===== config.mk =====
export PLATFORM = sky130hd
export DESIGN_NAME = gpio_arbiter_flat
export DESIGN_NICKNAME = d
export VERILOG_FILES = /design/src/rtl/gpio_arbiter_pkg.sv /design/src/rtl/gpio_arbiter_if.sv /design/src/rtl/gpio_rr_pick2.sv /design/src/rtl/gpio_arbiter.sv /design/src/flat_wrapper.sv
export SDC_FILE = /design/constraint.sdc
export NUM_CORES = 1
export LEC_CHECK = 0
export CORE_ASPECT_RATIO = 0.5
export CORE_MARGIN = 8
export CORE_UTILIZATION = 24
export DETAILED_ROUTE_END_ITERATION = 6
export PLACE_DENSITY = 0.88
export SETUP_SLACK_MARGIN = 0.4
export SLEW_MARGIN = 20
export SYNTH_ARGS = -nofsm -noshare
export SYNTH_HDL_FRONTEND = slang
export SYNTH_HIERARCHICAL = 1
export SYNTH_SLANG_ARGS = --single-unit

===== constraint.sdc =====
create_clock -name wb_clk_i -period 2.3 [get_ports wb_clk_i]
set_clock_uncertainty 0.15 [all_clocks]
set_input_delay 0.23 -clock wb_clk_i [delete_from_list [all_inputs] [get_ports wb_clk_i]]
set_output_delay 0.23 -clock wb_clk_i [all_outputs]
set_load 0.01 [all_outputs]

===== src/rtl/gpio_arbiter_pkg.sv =====
// Shared definitions for the two-master GPIO Wishbone arbiter:
// FSM encoding, master index constants and the timeout counter width.
package gpio_arbiter_pkg;

   typedef enum logic {
      IDLE = 1'b0,
      BUSY = 1'b1
   } state_t;

   localparam logic M0 = 1'b0;
   localparam logic M1 = 1'b1;

   localparam int TMO_W = 16;

endpackage : gpio_arbiter_pkg


===== src/rtl/gpio_arbiter_if.sv =====
// Wishbone signal bundle between two masters, the arbiter and the GPIO slave.
// The arbiter uses the slave modport; the environment driving it uses master.
interface gpio_arbiter_if;

   logic [31:0] m0_wb_dat_i;
   logic        m0_wb_we_i;
   logic [3:0]  m0_wb_sel_i;
   logic        m0_wb_stb_i;
   logic [31:0] m0_wb_dat_o;
   logic        m0_wb_ack_o;
   logic        m0_wb_err_o;

   logic [31:0] m1_wb_dat_i;
   logic        m1_wb_we_i;
   logic [3:0]  m1_wb_sel_i;
   logic        m1_wb_stb_i;
   logic [31:0] m1_wb_dat_o;
   logic        m1_wb_ack_o;
   logic        m1_wb_err_o;

   logic [31:0] s_wb_dat_o;
   logic        s_wb_we_o;
   logic [3:0]  s_wb_sel_o;
   logic        s_wb_stb_o;
   logic [31:0] s_wb_dat_i;
   logic        s_wb_ack_i;

   modport slave (
      input  m0_wb_dat_i, m0_wb_we_i, m0_wb_sel_i, m0_wb_stb_i,
      output m0_wb_dat_o, m0_wb_ack_o, m0_wb_err_o,
      input  m1_wb_dat_i, m1_wb_we_i, m1_wb_sel_i, m1_wb_stb_i,
      output m1_wb_dat_o, m1_wb_ack_o, m1_wb_err_o,
      output s_wb_dat_o, s_wb_we_o, s_wb_sel_o, s_wb_stb_o,
      input  s_wb_dat_i, s_wb_ack_i
   );

   modport master (
      output m0_wb_dat_i, m0_wb_we_i, m0_wb_sel_i, m0_wb_stb_i,
      input  m0_wb_dat_o, m0_wb_ack_o, m0_wb_err_o,
      output m1_wb_dat_i, m1_wb_we_i, m1_wb_sel_i, m1_wb_stb_i,
      input  m1_wb_dat_o, m1_wb_ack_o, m1_wb_err_o,
      input  s_wb_dat_o, s_wb_we_o, s_wb_sel_o, s_wb_stb_o,
      output s_wb_dat_i, s_wb_ack_i
   );

endinterface : gpio_arbiter_if


===== src/rtl/gpio_rr_pick2.sv =====
// Two-way round-robin pick: a contested request goes to the master
// that was not granted last; a lone request is granted directly.
module gpio_rr_pick2
   import gpio_arbiter_pkg::*;
(
   input  logic [1:0] req,
   input  logic       last,
   output logic [1:0] gnt
);

   always_comb begin
      gnt = 2'b00;
      unique case (req)
         2'b01:   gnt = 2'b01;
         2'b10:   gnt = 2'b10;
         2'b11:   gnt = (last == M1) ? 2'b01 : 2'b10;
         default: gnt = 2'b00;
      endcase
   end

endmodule : gpio_rr_pick2


===== src/rtl/gpio_arbiter.sv =====
// Two-master to one-slave Wishbone arbiter for the GPIO block, IDLE/BUSY FSM.
// Optional ack timeout with error pulse enabled by macro GPIO_ARBITER_TIMEOUT_EN.
module gpio_arbiter
   import gpio_arbiter_pkg::*;
#(
   parameter int TIMEOUT_CYCLES = 255
) (
   input  logic            wb_clk_i,
   input  logic            wb_rst_ni,
   gpio_arbiter_if.slave   bus,
   output logic [1:0]      grant_o
);

   state_t     state_q, state_d;
   logic       owner_q, owner_d;
   logic       last_q, last_d;
   logic [1:0] req;
   logic [1:0] pick;
   logic       own_stb;
   logic       tmo_hit;

   assign req     = {bus.m1_wb_stb_i, bus.m0_wb_stb_i};
   assign own_stb = (owner_q == M1) ? bus.m1_wb_stb_i : bus.m0_wb_stb_i;

   gpio_rr_pick2 u_pick (
      .req  (req),
      .last (last_q),
      .gnt  (pick)
   );

`ifdef GPIO_ARBITER_TIMEOUT_EN
   logic [TMO_W-1:0] cnt_q;

   // Held at zero while idle so every BUSY period starts counting from 0.
   always_ff @(posedge wb_clk_i or negedge wb_rst_ni) begin
      if (!wb_rst_ni)            cnt_q <= '0;
      else if (state_q == IDLE)  cnt_q <= '0;
      else                       cnt_q <= cnt_q + 1'b1;
   end

   assign tmo_hit = (state_q == BUSY) && (cnt_q == TMO_W'(TIMEOUT_CYCLES))
                    && !bus.s_wb_ack_i;
`else
   logic unused_tmo_cfg;
   assign unused_tmo_cfg = ^TMO_W'(TIMEOUT_CYCLES);
   assign tmo_hit        = 1'b0;
`endif

   always_ff @(posedge wb_clk_i or negedge wb_rst_ni) begin
      if (!wb_rst_ni) begin
         state_q <= IDLE;
         owner_q <= M0;
         last_q  <= M1;
      end else begin
         state_q <= state_d;
         owner_q <= owner_d;
         last_q  <= last_d;
      end
   end

   always_comb begin
      state_d = state_q;
      owner_d = owner_q;
      last_d  = last_q;
      unique case (state_q)
         IDLE: begin
            if (pick != 2'b00) begin
               state_d = BUSY;
               owner_d = pick[M1];
            end
         end
         BUSY: begin
            // Completion, abort and timeout all release the slave the same way.
            if (bus.s_wb_ack_i || !own_stb || tmo_hit) begin
               state_d = IDLE;
               last_d  = owner_q;
            end
         end
         default: state_d = IDLE;
      endcase
   end

   always_comb begin
      grant_o         = 2'b00;
      bus.s_wb_stb_o  = 1'b0;
      bus.s_wb_we_o   = 1'b0;
      bus.s_wb_sel_o  = 4'b0000;
      bus.s_wb_dat_o  = 32'h0;
      bus.m0_wb_dat_o = 32'h0;
      bus.m0_wb_ack_o = 1'b0;
      bus.m0_wb_err_o = 1'b0;
      bus.m1_wb_dat_o = 32'h0;
      bus.m1_wb_ack_o = 1'b0;
      bus.m1_wb_err_o = 1'b0;
      if (state_q == BUSY) begin
         bus.s_wb_stb_o = own_stb;
         if (owner_q == M1) begin
            grant_o         = 2'b10;
            bus.s_wb_we_o   = bus.m1_wb_we_i;
            bus.s_wb_sel_o  = bus.m1_wb_sel_i;
            bus.s_wb_dat_o  = bus.m1_wb_dat_i;
            bus.m1_wb_dat_o = bus.s_wb_dat_i;
            bus.m1_wb_ack_o = bus.s_wb_ack_i;
            bus.m1_wb_err_o = tmo_hit;
         end else begin
            grant_o         = 2'b01;
            bus.s_wb_we_o   = bus.m0_wb_we_i;
            bus.s_wb_sel_o  = bus.m0_wb_sel_i;
            bus.s_wb_dat_o  = bus.m0_wb_dat_i;
            bus.m0_wb_dat_o = bus.s_wb_dat_i;
            bus.m0_wb_ack_o = bus.s_wb_ack_i;
            bus.m0_wb_err_o = tmo_hit;
         end
      end
   end

endmodule : gpio_arbiter

===== src/flat_wrapper.sv =====
// flat-port wrapper written by rule: the top's interface ports become plain ports
module gpio_arbiter_flat import gpio_arbiter_pkg::*;
#(
   parameter int TIMEOUT_CYCLES = 255
)
  (wb_clk_i, wb_rst_ni, grant_o, bus_m0_wb_dat_i, bus_m0_wb_we_i, bus_m0_wb_sel_i, bus_m0_wb_stb_i, bus_m0_wb_dat_o, bus_m0_wb_ack_o, bus_m0_wb_err_o, bus_m1_wb_dat_i, bus_m1_wb_we_i, bus_m1_wb_sel_i, bus_m1_wb_stb_i, bus_m1_wb_dat_o, bus_m1_wb_ack_o, bus_m1_wb_err_o, bus_s_wb_dat_o, bus_s_wb_we_o, bus_s_wb_sel_o, bus_s_wb_stb_o, bus_s_wb_dat_i, bus_s_wb_ack_i);
  gpio_arbiter_if bus_i ();
  input  logic wb_clk_i;
  input  logic wb_rst_ni;
  output logic [1:0] grant_o;
  input wire logic [$bits(bus_i.m0_wb_dat_i)-1:0] bus_m0_wb_dat_i;
  input wire logic [$bits(bus_i.m0_wb_we_i)-1:0] bus_m0_wb_we_i;
  input wire logic [$bits(bus_i.m0_wb_sel_i)-1:0] bus_m0_wb_sel_i;
  input wire logic [$bits(bus_i.m0_wb_stb_i)-1:0] bus_m0_wb_stb_i;
  output wire logic [$bits(bus_i.m0_wb_dat_o)-1:0] bus_m0_wb_dat_o;
  output wire logic [$bits(bus_i.m0_wb_ack_o)-1:0] bus_m0_wb_ack_o;
  output wire logic [$bits(bus_i.m0_wb_err_o)-1:0] bus_m0_wb_err_o;
  input wire logic [$bits(bus_i.m1_wb_dat_i)-1:0] bus_m1_wb_dat_i;
  input wire logic [$bits(bus_i.m1_wb_we_i)-1:0] bus_m1_wb_we_i;
  input wire logic [$bits(bus_i.m1_wb_sel_i)-1:0] bus_m1_wb_sel_i;
  input wire logic [$bits(bus_i.m1_wb_stb_i)-1:0] bus_m1_wb_stb_i;
  output wire logic [$bits(bus_i.m1_wb_dat_o)-1:0] bus_m1_wb_dat_o;
  output wire logic [$bits(bus_i.m1_wb_ack_o)-1:0] bus_m1_wb_ack_o;
  output wire logic [$bits(bus_i.m1_wb_err_o)-1:0] bus_m1_wb_err_o;
  output wire logic [$bits(bus_i.s_wb_dat_o)-1:0] bus_s_wb_dat_o;
  output wire logic [$bits(bus_i.s_wb_we_o)-1:0] bus_s_wb_we_o;
  output wire logic [$bits(bus_i.s_wb_sel_o)-1:0] bus_s_wb_sel_o;
  output wire logic [$bits(bus_i.s_wb_stb_o)-1:0] bus_s_wb_stb_o;
  input wire logic [$bits(bus_i.s_wb_dat_i)-1:0] bus_s_wb_dat_i;
  input wire logic [$bits(bus_i.s_wb_ack_i)-1:0] bus_s_wb_ack_i;
  assign bus_i.m0_wb_dat_i = bus_m0_wb_dat_i;
  assign bus_i.m0_wb_we_i = bus_m0_wb_we_i;
  assign bus_i.m0_wb_sel_i = bus_m0_wb_sel_i;
  assign bus_i.m0_wb_stb_i = bus_m0_wb_stb_i;
  assign bus_m0_wb_dat_o = bus_i.m0_wb_dat_o;
  assign bus_m0_wb_ack_o = bus_i.m0_wb_ack_o;
  assign bus_m0_wb_err_o = bus_i.m0_wb_err_o;
  assign bus_i.m1_wb_dat_i = bus_m1_wb_dat_i;
  assign bus_i.m1_wb_we_i = bus_m1_wb_we_i;
  assign bus_i.m1_wb_sel_i = bus_m1_wb_sel_i;
  assign bus_i.m1_wb_stb_i = bus_m1_wb_stb_i;
  assign bus_m1_wb_dat_o = bus_i.m1_wb_dat_o;
  assign bus_m1_wb_ack_o = bus_i.m1_wb_ack_o;
  assign bus_m1_wb_err_o = bus_i.m1_wb_err_o;
  assign bus_s_wb_dat_o = bus_i.s_wb_dat_o;
  assign bus_s_wb_we_o = bus_i.s_wb_we_o;
  assign bus_s_wb_sel_o = bus_i.s_wb_sel_o;
  assign bus_s_wb_stb_o = bus_i.s_wb_stb_o;
  assign bus_i.s_wb_dat_i = bus_s_wb_dat_i;
  assign bus_i.s_wb_ack_i = bus_s_wb_ack_i;
  gpio_arbiter #(.TIMEOUT_CYCLES(TIMEOUT_CYCLES)) u_core (.wb_clk_i(wb_clk_i), .wb_rst_ni(wb_rst_ni), .bus(bus_i), .grant_o(grant_o));
endmodule

Word-level counts from Yosys, hierarchy flattened
Cells that the tools add are included.
{"block": "word_totals", "reg_bits": 3, "latchBits": 0, "ram_bits": 0, "romBits": 0, "in_bits": 111, "output_inout_bits": 108, "wordCells": 35, "n_memories": 0}
{"block": "classes", "addsub": 0, "mul": 0, "n_div": 0, "magnitude_cmp": 0, "n_eq_ne": 3, "shift": 0, "muxes": 23, "bitwise_logic": 1, "n_reduce_logical": 5}
{"cell": "two-way mux 32 bit", "count": 6}
{"cell": "two-way mux 1 bit", "count": 10}
{"cell": "two-way mux 4 bit", "count": 2}
{"cell": "two-way mux 2 bit", "count": 3}
{"cell": "case mux 2 bit (3 select lines)", "count": 1}
{"cell": "== test 2 bit, second input constant", "count": 2}
{"cell": "AND reduction 2 bit", "count": 2}
{"cell": "== test 2 x 1 -> 1 bit, second input constant", "count": 1}
{"cell": "case mux 1 bit (2 select lines)", "count": 1}
{"cell": "nonzero test 2 bit", "count": 1}
{"cell": "logical NOT 1 bit", "count": 1}
{"cell": "logical OR 1 bit", "count": 1}
{"cell": "NOT 1 bit", "count": 1}

Depth between registers and ports, before layout
{"block": "logic_depth", "ltp_word": 5, "depth_mapped": 5, "ltp_nobuf": 5}

Hierarchy
The synthesis kept the hierarchy.
{"module": "gpio_arbiter", "n_inst": 1, "cells_per_inst": 181, "area_per_inst_um2": 1302.5, "seq_area_each_um2": 76.3}
{"module": "gpio_rr_pick2", "n_inst": 1, "cells_per_inst": 3, "area_per_inst_um2": 18.8, "seq_area_each_um2": 0.0}

Worst setup path before layout
Ideal clock, no wire load.
{"block": "synth_timing", "path_kind": "flip-flop to output port", "from": "register u_core.owner_q", "to": "output bus_m0_wb_dat_o[10]", "arrival_time_ps": 1017, "required_time_ps": 1920, "setup_slack_ps": 903, "stages_incl_launch_ff": 4, "path_buffers": 1, "path_cell_list": "dfrtp_1 and2b_1 clkbuf_1 and2_1"}
{"block": "synth_between", "elab_chain_len": 2}
{"item": "from (decl)", "line_no": "gpio_arbiter.sv:15", "rtl": "logic owner_q, owner_d;"}
{"item": "from (signal assigned)", "line_no": "gpio_arbiter.sv:56", "rtl": "owner_q <= owner_d;"}
{"item": "two-way mux 32 bit", "line_no": "gpio_arbiter.sv:97", "rtl": "if (owner_q == M1) begin"}
{"item": "two-way mux 32 bit", "line_no": "gpio_arbiter.sv:95", "rtl": "if (state_q == BUSY) begin"}
{"item": "to (decl)", "line_no": "flat_wrapper.sv:15", "rtl": "output wire logic [$bits(bus_i.m0_wb_dat_o)-1:0] bus_m0_wb_dat_o;"}
No other way between the ends.

Final worst setup path
{"block": "layout_timing", "from": "register u_core.state_q", "to": "output bus_m0_wb_dat_o[10]"}
{"block": "layout_between", "elab_chain_len": 1}
{"item": "from (decl)", "line_no": "gpio_arbiter.sv:14", "rtl": "state_t state_q, state_d;"}
{"item": "from (signal assigned)", "line_no": "gpio_arbiter.sv:55", "rtl": "state_q <= state_d;"}
{"item": "two-way mux 32 bit", "line_no": "gpio_arbiter.sv:95"}
No other way between the ends.

==> impl_results.md <==
* CTS Buf Count at 3
* IO Pins at approximately 220
* Iteration-0 DRC Markers at slightly above 90
* Multi-input gate area at 0.00114 sq mm
* Buffers on Ports at 216
* Flip-flop and latch area at 78.8 sq um
* Core ar. at 0.00540 sq mm
* Met1 GRT Util at 19.5%
* Syn Area/Cell at 7.18 sq um
* Root Driver: clkbuf_8
* Final Cycle Share at 83.0%
* Power per cell area at 887 mW/mm^2
* Arrival time at the worst endpoint at 1.53 ns
* Clock sinks at 3
* Worst ir drop on vdd at 0.385 mV
* Post-route ant nets at 0
* Clk_lat worst skew at around 0.22 ns
* M3 GR Usage at 1.81%
* Min-Delay Path Class: in2async
* Cell variety after synth at 21
* Max Cap Viol at 0
* Final net count at 513
* Synthesized area at 0.00132 sq mm
* Longest Clk Path Bufs at 2
* First-pass GRT wire length at 12.4 mm
* Tot Pwr at about 3200 uW
* Vias per cell at 4.46
* Fin. max-slew vios at 0
* Die height at just under 70 microns
* Syn Inst Count at 184
* Startpoint Class: register
* Crit path time final at 1.91 ns
* Most frequent cells in the layout: clkdlybuf4s50_1, dlygate4sd2_1, nor2b_1, mux2i_1, and2_1
* GRT Total Usage at 19.2%
* Total global routing overflow at 0
* Final hold violation count at 0
* CTS H-tree depth at 1
* Pin count of the biggest net entering global routing at 32
* Vias at 2,116
* TritonCTS clock tree: yes
* DRT Pass-1 Iters at 5
* Pleak at just under 0.002 uW
* Commonest non-fill, non-tap cell in the layout: clkdlybuf4s50_1
* Area delta synth->final at 176%
* Dpl cell area at 0.00353 sq mm
* Setup TNS at 0 ns
* Synthesized flop and latch total at 3
* Die Wd at 121 microns
* CP Max Fanout at 15
* Design area at around 0.0036 sq mm
* CP Class: reg2out
* Drt drc at 0
* Yosys warning count at 6
* Status: completed
* Max Freq at 0.524 GHz
* RSZ-0062 raised after global routing: true
* Met2 Usage GRT at 41.4%
* HPWL Detailed at 7.33 mm
* GR peak layer: met2
* Crit. End Element: primary output
* Share of layout cells above drive strength 1 at between 10% and 20%
* Vias in the first global route at 2,155
* Final setup vio count at 0
* Final WL at 9.28 mm
* Die Area at 0.00828 sq mm
* Clock-pin slew on the worst setup and hold paths at 0.04 ns
* Rows at 19
* Seq/Total Area, Yosys at 5.78%
* Antenna cells at 0
* Initial core utilization at 24.5%
* Antenna violations before repair at 0
* Post-DR wirelength/cell at 19.6 microns
* Gpl congestion at 0.778
* Required time worst endpoint at between 1.5 and 2 ns
* Fill count at 440
what timing repair did:
action                     in CTS  in global routing
gates cloned                    2                  2
hold buffers                    0                  0
setup buffers                   4                  3
setup endpoints to repair     106                 62
resized for setup             116                 76
pin swaps                       0                  0
power by group:
group          switching (uW)  internal [uW]
clock network            37.0            118
registers                41.1           90.2
logic                    1350           1600
total                    1420           1810
flip-flops by register name, indices dropped and copies added (netlist names):
name            count
u_core/last_q       1
u_core/owner_q      1
u_core/state_q      1
metal layers:
metal | up-vias | wire [microns] | share of wire [%]
li1 | 1047 | - | -
met1 | 982 | 3180 | 34
met2 | 63 | 5540 | 60
met3 | 24 | 303 | 3.3
met4 | 0 | 252 | 2.7
met5 | - | 0 | 0
final timing paths:
check,start,to,slack (ns),cells after the start
max in group asynchronous,wb_rst_ni,u_core/last_q,1.70,1
worst max-delay path,u_core/state_q,bus_m0_wb_dat_o[10],0.39,4
worst min-delay path,wb_rst_ni,u_core/state_q,0.06,1
worst max register to register,u_core/state_q,u_core/last_q,0.72,5
min in group wb_clk_i,u_core/last_q,u_core/last_q,0.40,2
worst min register to register,u_core/last_q,u_core/last_q,0.40,2
synth_stat cells:
library cell	number	area [sq um]
mux2i_1	38	380
nor2b_1	38	238
and2_1	34	213
and3_1	33	206
clkbuf_1	12	45.0
inv_1	4	15.0
buf_2	3	15.0
buf_4	3	22.5
buf_6	3	33.8
a21boi_0	2	15.0
dfrtp_1	2	50.1
nor2_1	2	7.51
o21ai_0	2	10.0
a21boi_1	1	7.51
a21oi_1	1	5.00
and2b_1	1	7.51
conb_1	1	3.75
dfstp_2	1	26.3
nand2b_1	1	6.26
nor3_1	1	5.00
o2bb2ai_1	1	8.76
cells by family after synthesis:
family	after synthesis	share of synthesized area [%]
and+or+nand+nor	110	51.7
muxes	38	28.8
AOI/OAI and AO/OA	7	3.50
buffers and inverters	25	9.94
other	1	0.284
DFF	3	5.78
stage by stage:
stage / instances / setup slack (ns) / hold WS (ns) / utilization [%]
global route: 474 / 0.338 / 0.0627 / 67.5
CTS: 469 / 0.305 / 0.0523 / 66.5
finish: 474 / 0.391 / 0.0630 / 67.5
global placement: 459 / 0.329 / 0.269 / 65.5
detailed placement: 459 / 0.262 / 0.279 / 65.5
floorplan: 185 / 0.903 / -0.216 / -
layout make-up:
| cell class | count | area share, % |
|---|---|---|
| Clock buffer | 4 | 1.24 |
| Inverter | 4 | 0.412 |
| Multi-Input combinational cell | 157 | 31.3 |
| Sequential cell | 3 | 2.16 |
| Tap cell | 73 | 2.51 |
| Timing Repair Buffer | 233 | 62.4 |
worst max-delay path, cell delays in order, from the launching register on:
cell           delay [ns]
dfrtp_2              0.44
and2b_2              0.26
clkbuf_16            0.18
and2_1               0.15
dlygate4sd2_1        0.28
Power figures use the tool's default switching activity.
